===== config.mk =====
export PLATFORM = sky130hd
export DESIGN_NAME = memory_stream_reader_flat
export DESIGN_NICKNAME = d
export VERILOG_FILES = /design/src/rtl/memory_stream_reader_if.sv /design/src/rtl/memory_stream_reader.sv /design/src/flat_wrapper.sv
export SDC_FILE = /design/constraint.sdc
export NUM_CORES = 1
export LEC_CHECK = 0
export CORE_ASPECT_RATIO = 0.75
export CORE_UTILIZATION = 55
export DETAILED_ROUTE_END_ITERATION = 6
export DONT_BUFFER_PORTS = 1
export HOLD_SLACK_MARGIN = 0.05
export PLACE_DENSITY = 0.72
export SLEW_MARGIN = 10
export SYNTH_ARGS = -nofsm -noshare
export SYNTH_HDL_FRONTEND = slang
export SYNTH_SLANG_ARGS = --single-unit

===== constraint.sdc =====
create_clock -name clk_i -period 18 [get_ports clk_i]
set_input_delay 5.4 -clock clk_i [delete_from_list [all_inputs] [get_ports clk_i]]
set_output_delay 5.4 -clock clk_i [all_outputs]
set_load 0.03 [all_outputs]

===== src/rtl/memory_stream_reader_if.sv =====
// Bundles the command, memory and output-stream signals of memory_stream_reader.
// Signal suffixes are written from the reader's point of view.
interface memory_stream_reader_if #(
    parameter int unsigned DataWidth = 128,
    parameter int unsigned DataDepth = 64,
    parameter int unsigned AddrWidth = (DataDepth <= 1) ? 1 : $clog2(DataDepth),
    parameter int unsigned LenWidth  = AddrWidth + 1
);
    // Command side
    logic                 start_i;
    logic [AddrWidth-1:0] base_addr_i;
    logic [LenWidth-1:0]  len_i;
    logic                 busy_o;
    logic                 done_o;
    // Memory side
    logic [AddrWidth-1:0] mem_addr_o;
    logic                 mem_we_o;
    logic [DataWidth-1:0] mem_rd_data_i;
    // Output stream
    logic [DataWidth-1:0] out_data_o;
    logic                 out_valid_o;
    logic                 out_ready_i;

    // Reader view
    modport master (
        input  start_i, base_addr_i, len_i, mem_rd_data_i, out_ready_i,
        output busy_o, done_o, mem_addr_o, mem_we_o, out_data_o, out_valid_o
    );

    // Environment view: command source, memory and stream consumer
    modport slave (
        output start_i, base_addr_i, len_i, mem_rd_data_i, out_ready_i,
        input  busy_o, done_o, mem_addr_o, mem_we_o, out_data_o, out_valid_o
    );
endinterface


===== src/rtl/memory_stream_reader.sv =====
// Reads len consecutive words (wrapping modulo DataDepth) from a combinational-read
// memory and streams them out through a 2-entry FIFO at up to one beat per cycle.
module memory_stream_reader #(
    parameter int unsigned DataWidth = 128,
    parameter int unsigned DataDepth = 64,
    parameter int unsigned AddrWidth = (DataDepth <= 1) ? 1 : $clog2(DataDepth),
    parameter int unsigned LenWidth  = AddrWidth + 1
) (
    input logic                  clk_i,
    input logic                  rst_i,
    memory_stream_reader_if.master bus
);

    typedef enum logic [1:0] {StIdle, StRun, StDone} state_e;

    localparam logic [AddrWidth-1:0] LastAddr = AddrWidth'(DataDepth - 1);

    state_e               state_q, state_d;
    logic [AddrWidth-1:0] addr_q, addr_d;
    logic [LenWidth-1:0]  issue_cnt_q, issue_cnt_d;
    logic [LenWidth-1:0]  pop_cnt_q, pop_cnt_d;
    logic [DataWidth-1:0] fifo_q [2];
    logic                 wr_ptr_q, wr_ptr_d;
    logic                 rd_ptr_q, rd_ptr_d;
    logic [1:0]           fifo_cnt_q, fifo_cnt_d;
    logic                 push;
    logic                 pop;

    // Handshake decode: a pop frees a slot in the same cycle, so a full FIFO can still accept
    always_comb begin
        pop  = (fifo_cnt_q != 2'd0) && bus.out_ready_i;
        push = (state_q == StRun) && (issue_cnt_q != '0) && ((fifo_cnt_q < 2'd2) || pop);
    end

    // Next-state logic for the FSM, address/beat counters and FIFO pointers
    always_comb begin
        state_d     = state_q;
        addr_d      = addr_q;
        issue_cnt_d = issue_cnt_q;
        pop_cnt_d   = pop_cnt_q;
        wr_ptr_d    = wr_ptr_q;
        rd_ptr_d    = rd_ptr_q;
        fifo_cnt_d  = fifo_cnt_q;

        case (state_q)
            StIdle: begin
                if (bus.start_i) begin
                    if (bus.len_i != '0) begin
                        state_d     = StRun;
                        addr_d      = bus.base_addr_i;
                        issue_cnt_d = bus.len_i;
                        pop_cnt_d   = bus.len_i;
                    end else begin
                        state_d = StDone;
                    end
                end
            end
            StRun: begin
                if (push) begin
                    addr_d      = (addr_q == LastAddr) ? '0 : addr_q + 1'b1;
                    issue_cnt_d = issue_cnt_q - 1'b1;
                end
                if (pop) begin
                    pop_cnt_d = pop_cnt_q - 1'b1;
                    if (pop_cnt_q == LenWidth'(1)) begin
                        state_d = StDone;
                    end
                end
            end
            StDone: state_d = StIdle;
            default: state_d = StIdle;
        endcase

        if (push) begin
            wr_ptr_d = ~wr_ptr_q;
        end
        if (pop) begin
            rd_ptr_d = ~rd_ptr_q;
        end
        case ({push, pop})
            2'b10:   fifo_cnt_d = fifo_cnt_q + 2'd1;
            2'b01:   fifo_cnt_d = fifo_cnt_q - 2'd1;
            default: fifo_cnt_d = fifo_cnt_q;
        endcase
    end

    // State registers; FIFO storage is not reset since it is only visible while valid
    always_ff @(posedge clk_i) begin
        if (rst_i) begin
            state_q     <= StIdle;
            addr_q      <= '0;
            issue_cnt_q <= '0;
            pop_cnt_q   <= '0;
            wr_ptr_q    <= 1'b0;
            rd_ptr_q    <= 1'b0;
            fifo_cnt_q  <= 2'd0;
        end else begin
            state_q     <= state_d;
            addr_q      <= addr_d;
            issue_cnt_q <= issue_cnt_d;
            pop_cnt_q   <= pop_cnt_d;
            wr_ptr_q    <= wr_ptr_d;
            rd_ptr_q    <= rd_ptr_d;
            fifo_cnt_q  <= fifo_cnt_d;
            if (push) begin
                fifo_q[wr_ptr_q] <= bus.mem_rd_data_i;
            end
        end
    end

    assign bus.busy_o      = (state_q == StRun);
    assign bus.done_o      = (state_q == StDone);
    assign bus.mem_addr_o  = addr_q;
    assign bus.mem_we_o    = 1'b0;
    assign bus.out_valid_o = (fifo_cnt_q != 2'd0);
    assign bus.out_data_o  = fifo_q[rd_ptr_q];

endmodule


===== src/flat_wrapper.sv =====
// flat-port wrapper written by rule: the top's interface ports become plain ports
module memory_stream_reader_flat 
#(
    parameter int unsigned DataWidth = 128,
    parameter int unsigned DataDepth = 64,
    parameter int unsigned AddrWidth = (DataDepth <= 1) ? 1 : $clog2(DataDepth),
    parameter int unsigned LenWidth  = AddrWidth + 1
)
  (clk_i, rst_i, bus_start_i, bus_base_addr_i, bus_len_i, bus_mem_rd_data_i, bus_out_ready_i, bus_busy_o, bus_done_o, bus_mem_addr_o, bus_mem_we_o, bus_out_data_o, bus_out_valid_o);
  memory_stream_reader_if #(.DataWidth(DataWidth), .DataDepth(DataDepth), .AddrWidth(AddrWidth), .LenWidth(LenWidth)) bus_i ();
  input logic clk_i;
  input logic rst_i;
  input wire logic [$bits(bus_i.start_i)-1:0] bus_start_i;
  input wire logic [$bits(bus_i.base_addr_i)-1:0] bus_base_addr_i;
  input wire logic [$bits(bus_i.len_i)-1:0] bus_len_i;
  input wire logic [$bits(bus_i.mem_rd_data_i)-1:0] bus_mem_rd_data_i;
  input wire logic [$bits(bus_i.out_ready_i)-1:0] bus_out_ready_i;
  output wire logic [$bits(bus_i.busy_o)-1:0] bus_busy_o;
  output wire logic [$bits(bus_i.done_o)-1:0] bus_done_o;
  output wire logic [$bits(bus_i.mem_addr_o)-1:0] bus_mem_addr_o;
  output wire logic [$bits(bus_i.mem_we_o)-1:0] bus_mem_we_o;
  output wire logic [$bits(bus_i.out_data_o)-1:0] bus_out_data_o;
  output wire logic [$bits(bus_i.out_valid_o)-1:0] bus_out_valid_o;
  assign bus_i.start_i = bus_start_i;
  assign bus_i.base_addr_i = bus_base_addr_i;
  assign bus_i.len_i = bus_len_i;
  assign bus_i.mem_rd_data_i = bus_mem_rd_data_i;
  assign bus_i.out_ready_i = bus_out_ready_i;
  assign bus_busy_o = bus_i.busy_o;
  assign bus_done_o = bus_i.done_o;
  assign bus_mem_addr_o = bus_i.mem_addr_o;
  assign bus_mem_we_o = bus_i.mem_we_o;
  assign bus_out_data_o = bus_i.out_data_o;
  assign bus_out_valid_o = bus_i.out_valid_o;
  memory_stream_reader #(.DataWidth(DataWidth), .DataDepth(DataDepth), .AddrWidth(AddrWidth), .LenWidth(LenWidth)) u_core (.clk_i(clk_i), .rst_i(rst_i), .bus(bus_i));
endmodule

After elaboration in Yosys (flattened, before gate mapping)
Memory sizes are Yosys's and may differ from the RTL's. A register that Yosys moved wholly into a read port is not among the register bits.
Index checks and enable logic that the tools add are counted.
{ "word_totals": {"ram_bits": 256, "mem_count": 1, "elab_cells": 62, "out_inout_bits": 138, "input_bits": 145, "ff_bits": 26} }
{ "memory_table": {"columns": ["memory", "depth", "width", "rd", "rd_ports_with_merged_regs", "write_ports", "line_no", "source"], "rows": [
  ["u_core.fifo_q", 2, 128, 1, 1, 1, "memory_stream_reader.sv:22", "logic [DataWidth-1:0] fifo_q [2];"]
]} }
{ "classes": {"n_eq_ne": 11, "add_sub_neg": 5, "muxes": 22, "n_lt_le_gt_ge": 1, "n_reduce_logical": 13, "n_bitwise": 2} }
{ "op_table": {"columns": ["op", "count"], "rows": [
  ["two-way mux 7 bit", 4],
  ["case mux 7 bit (2 select lines)", 2],
  ["two-way mux 6 bit", 4],
  ["nonzero test 7 bit", 2],
  ["subtractor 7 x 1 -> 7 bit (second input constant)", 2],
  ["case mux 6 bit (2 select lines)", 1],
  ["two-way mux 2 bit", 4],
  ["inequality test 2 x 1 -> 1 bit (second input constant)", 4],
  ["case mux 2 bit (2 select lines)", 2],
  ["AND reduction 4 bit", 2],
  ["equality test 7 x 1 -> 1 bit (second input constant)", 1],
  ["adder 6 x 1 -> 6 bit (second input constant)", 1],
  ["equality test 6 bit (second input constant)", 1],
  ["nonzero test 2 bit", 3],
  ["two-way mux 1 bit", 5],
  ["equality test 2 x 1 -> 1 bit (second input constant)", 2],
  ["equality test 2 bit (second input constant)", 2],
  ["logical AND 1 bit", 3],
  ["AND reduction 3 bit", 1],
  ["adder 2 x 1 -> 2 bit (second input constant)", 1],
  ["zero test 2 bit", 1],
  ["< comparator 2 bit (second input constant)", 1],
  ["inequality test 2 bit (second input constant)", 1],
  ["NOT 1 bit", 2],
  ["2 further kinds", 2]
]} }

Longest topological paths before layout
Gate-level depths: netlist (run 1).
{ "depth": {"ltp_word": 7, "depth_mapped": 8, "ltp_nobuf": 7} }

Worst setup path after synthesis (run 1)
Ideal clock, no wire load.
{ "synth_timing": {"path_type": "input port to flip-flop", "from": "input port bus_out_ready_i", "to": "memory u_core.fifo_q[1][0], enable pin", "required_time_ns": 17.202, "path_slack_ns": 1.912, "path_buffers": 1, "cell_stages": 4, "arrival_time_ns": 15.289, "setup_ns": 0.798, "cell_sequence": "nor2b_1 > a311o_1 > clkbuf_1 > nor3b_1"} }
{ "synth_via": {"elab_chain_cells": 6} }
{ "synth_rtl": {"columns": ["item", "line_no", "source"], "rows": [
  ["from (decl)", "flat_wrapper.sv:17", "input wire logic [$bits(bus_i.out_ready_i)-1:0] bus_out_ready_i;"],
  ["logical AND 1 bit", "memory_stream_reader.sv:31", "pop = (fifo_cnt_q != 2'd0) && bus.out_ready_i;"],
  ["logical OR 1 bit", "memory_stream_reader.sv:32", "push = (state_q == StRun) && (issue_cnt_q != '0) && ((fifo_cnt_q < 2'd2) || pop);"],
  ["logical AND 1 bit", "memory_stream_reader.sv:32", null],
  ["two-way mux 1 bit", "memory_stream_reader.sv:105", "if (push) begin"],
  ["two-way mux 1 bit", "memory_stream_reader.sv:89", "if (rst_i) begin"],
  ["two-way mux 1 bit (not written as such)", "memory_stream_reader.sv:106", "fifo_q[wr_ptr_q] <= bus.mem_rd_data_i;"],
  ["to (decl)", "memory_stream_reader.sv:22", null]
]} }
No other way between the ends.

==> results of run 1 <==
layer usage:
layer / GRT usage / vias up / part of all wire / wire length, um
met5: 0 / - / 0 / 0
met4: 0.04514 / 0 / 0.019 / 391
met3: 0.07659 / 26 / 0.12 / 2390
met2: 0.3009 / 258 / 0.48 / 9695
met1: 0.2239 / 2548 / 0.38 / 7702
li1: - / 2376 / - / -
worst min path at each step:
stage,start,cells after the start,slack (ns),end
3_3_place_gp,u_core.state_q[1],1,0.44,u_core.state_q[1]
2_1_floorplan,u_core.state_q[1],1,0.43,u_core.state_q[1]
5_1_grt,u_core.state_q[1],1,0.49,u_core.state_q[1]
3_5_place_dp,u_core.state_q[1],1,0.45,u_core.state_q[1]
4_1_cts,u_core.state_q[1],1,0.45,u_core.state_q[1]
6_report,u_core.state_q[1],1,0.45,u_core.state_q[1]
per-stage QoR:
stage / area (um2) / hold slack, ns / worst slack [ns] / instances
global route: 11840 / 0.4868 / 9.638 / 883
floorplan: 10840 / 0.4289 / 1.912 / 607
finish: 11840 / 0.4531 / 9.826 / 883
CTS: 11840 / 0.4540 / 9.749 / 883
global placement: 11100 / 0.4421 / 10.15 / 839
detailed placement: 11100 / 0.4451 / 10.09 / 839
cells by family after synthesis:
logic type	count (synthesis)
adders and majority gates	6
DFF	283
and+or+nand+nor	75
buffers and inverters	40
AOI/OAI and AO/OA	70
muxes	128
xor gates and xnor gates	4
other	1
state kept, by name, summed over array words and instances, names as in the netlist, named ones only:
name                   flops
u_core.wr_ptr_q            1
u_core.issue_cnt_q         7
u_core.bus.mem_addr_o      6
u_core.fifo_q            256
u_core.state_q             2
u_core.fifo_cnt_q          2
u_core.pop_cnt_q           7
u_core.rd_ptr_q            1
power by group:
group,total (mW),switching [mW],internal [mW],leakage [nW]
combinational,0.339,0.234,0.105,0.861
clock,0.481,0.217,0.264,0.354
sequential,0.791,0.0352,0.756,2.54
cell type report:
cell class	instances	area, um2	share of cell area
well taps	253	316.6	0.02674
clock buffers	33	675.6	0.05708
clock inverters	11	61.31	0.005180
multi-input cells	284	2450	0.2070
flip-flops and latches	283	8232	0.6955
repair buffers	8	60.06	0.005074
inverters	11	41.29	0.003488
cell usage after synthesis, drive strengths merged, types with 6 or more instances:
cell type | n | area [um2]
edfxtp | 256 | 7687
mux2 | 128 | 1441
dfxtp | 27 | 540.5
a21oi | 25 | 128.9
nand2 | 24 | 90.09
clkbuf | 23 | 86.33
nor2 | 18 | 67.56
inv | 11 | 41.29
nand3 | 7 | 35.03
o32ai | 7 | 61.31
buf | 6 | 45.04
ha | 6 | 75.07
nor3 | 6 | 30.03
cell usage in the layout (no fill, tap or decap), types with 3 or more instances in the layout:
cell type / instances
buf_4: 8
ha_1: 6
nor2_1: 18
a21oi_1: 24
clkinv_1: 5
inv_1: 11
o32ai_1: 7
nor3_1: 5
dfxtp_1: 26
nand2_1: 24
clkbuf_1: 6
clkbuf_16: 25
mux2_2: 128
a221oi_1: 3
o22ai_1: 4
a22oi_1: 4
a221o_1: 3
a21o_1: 4
nor4_1: 4
nor2b_1: 3
edfxtp_1: 256
nand3_1: 7
==> results by group, run 1 <==
Logic synthesis
  – Post-synthesis sequential area ratio: 0.7590
  – Post-synthesis compound-gate area fraction: 0.04871
  – Largest family of logic cells by synthesized area: multiplexers
  – Xor/xnor share of the synthesized area: 0.003232
  – FF+latch count, synth: 283
  – Cells after synthesis: 607
  – Synthesized cell area: 10840 um2
  – Main flop type after synthesis: edfxtp_1
  – Adder-cell share of the synthesized area: 0.006925
  – Post-synthesis net count: 758
  – Post-Synth Simple-Gate Area: 0.03289
  – Number of synthesized flops with an enable pin: 256
  – Mux contribution to synthesized area: 0.1330
  – Syn_area_per_cell: 17.86 um2
  – Number of library cell types mapped by synthesis: 49
  – Async S/R FF share, synth: 0
  – Synth warnings: 0

Power and ir drop
  – P_leak: 3.752 nW
  – Total power divided by cell area: 136.2 nW/um2
  – VDD IR-drop max: 87.81 uV
  – Pwr Total: 1.612 mW

Final layout
  – Layout cell share with drive strength beyond 1: 0.2857
  – Fillers: 1341
  – Finished Core Util: 0.6125
  – Area grow syn2layout: 9.188%
  – Ant. Diodes: 0
  – Nets: 764

Global routing
  – Wire length of the first global-routing pass: 28030 um
  – Largest net degree at the start of global routing: 69
  – Total global routing overflow: 0
  – Total track usage: 0.1827
  – Vias in the first global route: 5046
  – Initial antenna violation count: 0

Detailed routing
  – Post-route ant nets: 0
  – Drt total wl: 20180 um
  – Wire length per cell: 22.85 um
  – Routed vias/inst: 5.898
  – Via count: 5208
  – Initial DRC Count: 536
  – DRC Markers: 0
  – Drt pass-1 iters: 6

Critical path
  – Worst R2R End: u_core.fifo_q[1][109]
  – Endpoint class of the critical path: output pin
  – CP endpoint: bus_out_data_o[114]
  – Crit Reg-Reg Startpoint: u_core.state_q[1]
  – Top delay family on crit path: flip-flops
  – Cell depth of the worst setup path: 2
  – Crit Path Max Fanout: 68
  – Critical path class: reg2out
  – Max incr delay on CP: 0.84 ns
  – CP bufs+invs: 1
  – CP Data Required Time: 12.60 ns
  – Worst Setup Start Kind: flop
  – CP Cell Sequence: buf_4 > mux2_2
  – Reg2reg path depth: 6
  – Critical Path AT: 2.77 ns
  – Crit path max-delay cell type: dfxtp_4
  – Reg2Reg Setup Slack: 14.84 ns

Floorplanning
  – IO Pins: 283
  – DIE WIDTH: 164.1 um
  – Core Area: 19320 um2
  – Die ar.: 20280 um2
  – Initial Util: 0.5610
  – Rows: 44
  – Die Y: 123.6 um

Placed design
  – GP Congestion: 0.7977
  – Port bufs: 0
  – Dpl hpwl: 13540 um

Clocking
  – Clk buf depth: 3
  – Total CTS buffers: 25
  – Worst-skew pair later-pin latency: 0.51 ns
  – CTS tree: built
  – CTS sink cnt: 283
  – Clock Pin Slew Worst Setup and Hold Paths: 0.06 ns
  – Clk Tree Root Cell: clkbuf_16
  – Post-CTS setup buffer count: 0
  – Cts repair resizes: 0
  – # hold bufs at CTS: 0
  – CTS H-Tree Depth: 1

Timing
  – Final Max Slew Viols: 0
  – Worst slew pin tran: 0.9171 ns
  – Fin crit share: 0.4541
  – Slew HR: 0.3886
  – Setup TNS: 0 ns
  – Final Hold Fails: 0
  – Final Skew: 0.01554 ns
  – RSZ-0062 raised after global routing: false
  – Setup Viol. Count Final: 0
  – Clock period minus worst slack: 8.174 ns
  – Fmax: 122.3 MHz

Status
  – Outcome: finished, final reports clean

Run
  – Maxcap violations: 0

Worst hold path
  – Min-Delay Path Class: reg2reg
Power figures use the tool's default switching activity.
==> run 2, diff against run 1 <==
- clock period: 18 -> 8.4 ns (I/O delays scaled with it)
==> results by group, run 2 (synthesis results as in run 1) <==
Final layout
  – Layout cell share with drive strength beyond 1: 0.2934
  – Number of flip-flops in the largest register: 256
  – Largest Register: u_core.fifo_q
  – Commonest non-fill, non-tap cells in the layout: edfxtp_1, mux2_2, clkbuf_16
  – Commonest non-fill, non-tap cell in the layout: edfxtp_1
  – Area grow syn2layout: 10.17%
  – Nets: 765
  – Largest registers: u_core.fifo_q (256), u_core.issue_cnt_q (7), u_core.pop_cnt_q (7)
  – Ant. Diodes: 0

Detailed routing
  – Drt pass-1 iters: 7
  – Drt total wl: 20150 um
  – Via count: 5301
  – Routed vias/inst: 5.976
  – Initial DRC Count: 457
  – Post-route ant nets: 0
  – DRC Markers: 0
  – Wire length per cell: 22.71 um

Clocking
  – Total CTS buffers: 26
  – Clk buf depth: 3
  – Cts repair resizes: 0
  – CTS H-Tree Depth: 1
  – Clk Tree Root Cell: clkbuf_16
  – # hold bufs at CTS: 0
  – Worst-skew pair later-pin latency: 0.52 ns
  – Clock Pin Slew Worst Setup and Hold Paths: 0.07 ns
  – CTS tree: built
  – Post-CTS setup buffer count: 0
  – CTS sink cnt: 283

Critical path
  – Top delay family on crit path: buffers and inverters
  – Crit Path Max Fanout: 73
  – CP bufs+invs: 1
  – Critical Path AT: 2.79 ns
  – Endpoint class of the critical path: output pin
  – Critical path class: reg2out
  – Max incr delay on CP: 0.84 ns
  – Crit path max-delay cell type: buf_4
  – CP Data Required Time: 5.88 ns
  – CP Cell Sequence: buf_4 > mux2_2
  – Worst Setup Start Kind: flop

Power and ir drop
  – P_leak: 3.807 nW
  – VDD IR-drop max: 167.9 uV
  – Total power divided by cell area: 298.4 nW/um2
  – Pwr Total: 3.564 mW

Timing
  – Fmax: 188.4 MHz
  – RSZ-0062 raised after global routing: false
  – Setup TNS: 0 ns
  – Final Hold Fails: 0
  – Slew HR: 0.2975
  – Final Skew: 0.006078 ns
  – Worst slew pin tran: 1.054 ns
  – Setup Viol. Count Final: 0
  – Final Max Slew Viols: 0
  – Fin crit share: 0.6318
  – Worst hold slack: 0.4745 ns
  – Clock period minus worst slack: 5.307 ns

Floorplanning
  – Die Y: 123.6 um
  – IO Pins: 283
  – Initial Util: 0.5610
  – Core Area: 19320 um2
  – Die ar.: 20280 um2
  – DIE WIDTH: 164.1 um
  – Rows: 44

Global routing
  – Vias in the first global route: 5023
  – Total global routing overflow: 0
  – Total track usage: 0.1820
  – Largest net degree at the start of global routing: 79
  – Wire length of the first global-routing pass: 28020 um
  – Initial antenna violation count: 0

Placed design
  – Port bufs: 0
  – Dpl hpwl: 13280 um
  – GP Congestion: 0.8280

Worst hold path
  – Min-Delay Path Class: reg2reg

Status
  – Outcome: finished, final reports clean

Run
  – Maxcap violations: 0
-- run 2: changes by cell type in the layout (fill, tap and decap cells not counted), moves of 2 or more --
cell	delta
clkbuf_8	-2
bufinv_16	+2
clkbuf_16	+2
clkbuf_1	-3
clkinv_2	+4
-- run 2: worst reg2reg max path, delay by kind of cell (launching register included) --
kind / cells / cell delay [ns]
flip-flops: 1 / 0.33
AO/OA/AOI/OAI: 1 / 0.63
buffers and inverters: 3 / 1.32
AND/OR/NAND/NOR: 2 / 0.39
-- run 2: final cells by class --
cell class	count	area, um2
repair buffers	8	60.06
flip-flops and latches	283	8232
clock inverters	18	143.9
well taps	253	316.6
inverters	11	41.29
clock buffers	30	686.9
fillers	1344	7381
multi-input cells	284	2462
-- run 2: layer usage --
metal,wire [um],share of wire,GRT usage,vias up
met2,9429,0.47,0.2885,305
met1,7538,0.37,0.2201,2570
met3,2649,0.13,0.08525,39
met4,529,0.026,0.06192,0
li1,-,-,-,2387
met5,0,0,0,-
-- run 2: metrics by stage --
stage	setup slack, ns	area [um2]	util	std cells
after floorplan	1.542	10860	-	607
after global placement	3.532	11110	0.5750	839
after detailed placement	3.476	11110	0.5750	839
after CTS	3.064	11940	0.6180	887
after global routing	2.925	11940	0.6180	887
final	3.093	11940	0.6180	887
-- run 2: worst paths after layout --
check	start	end	slack, ns	cells past startpoint
setup / recovery	flop	bus_out_data_o[31]	3.09	2
hold / removal	u_core.state_q[1]	u_core.state_q[1]	0.47	1
setup reg to reg	u_core.state_q[1]	u_core.fifo_q[0][101]	5.31	6
hold reg to reg	u_core.state_q[1]	u_core.state_q[1]	0.47	1
-- run 2: where the power goes --
group | switching, mW | internal (mW)
logic | 0.509 | 0.227
registers | 0.0749 | 1.62
clock network | 0.486 | 0.648
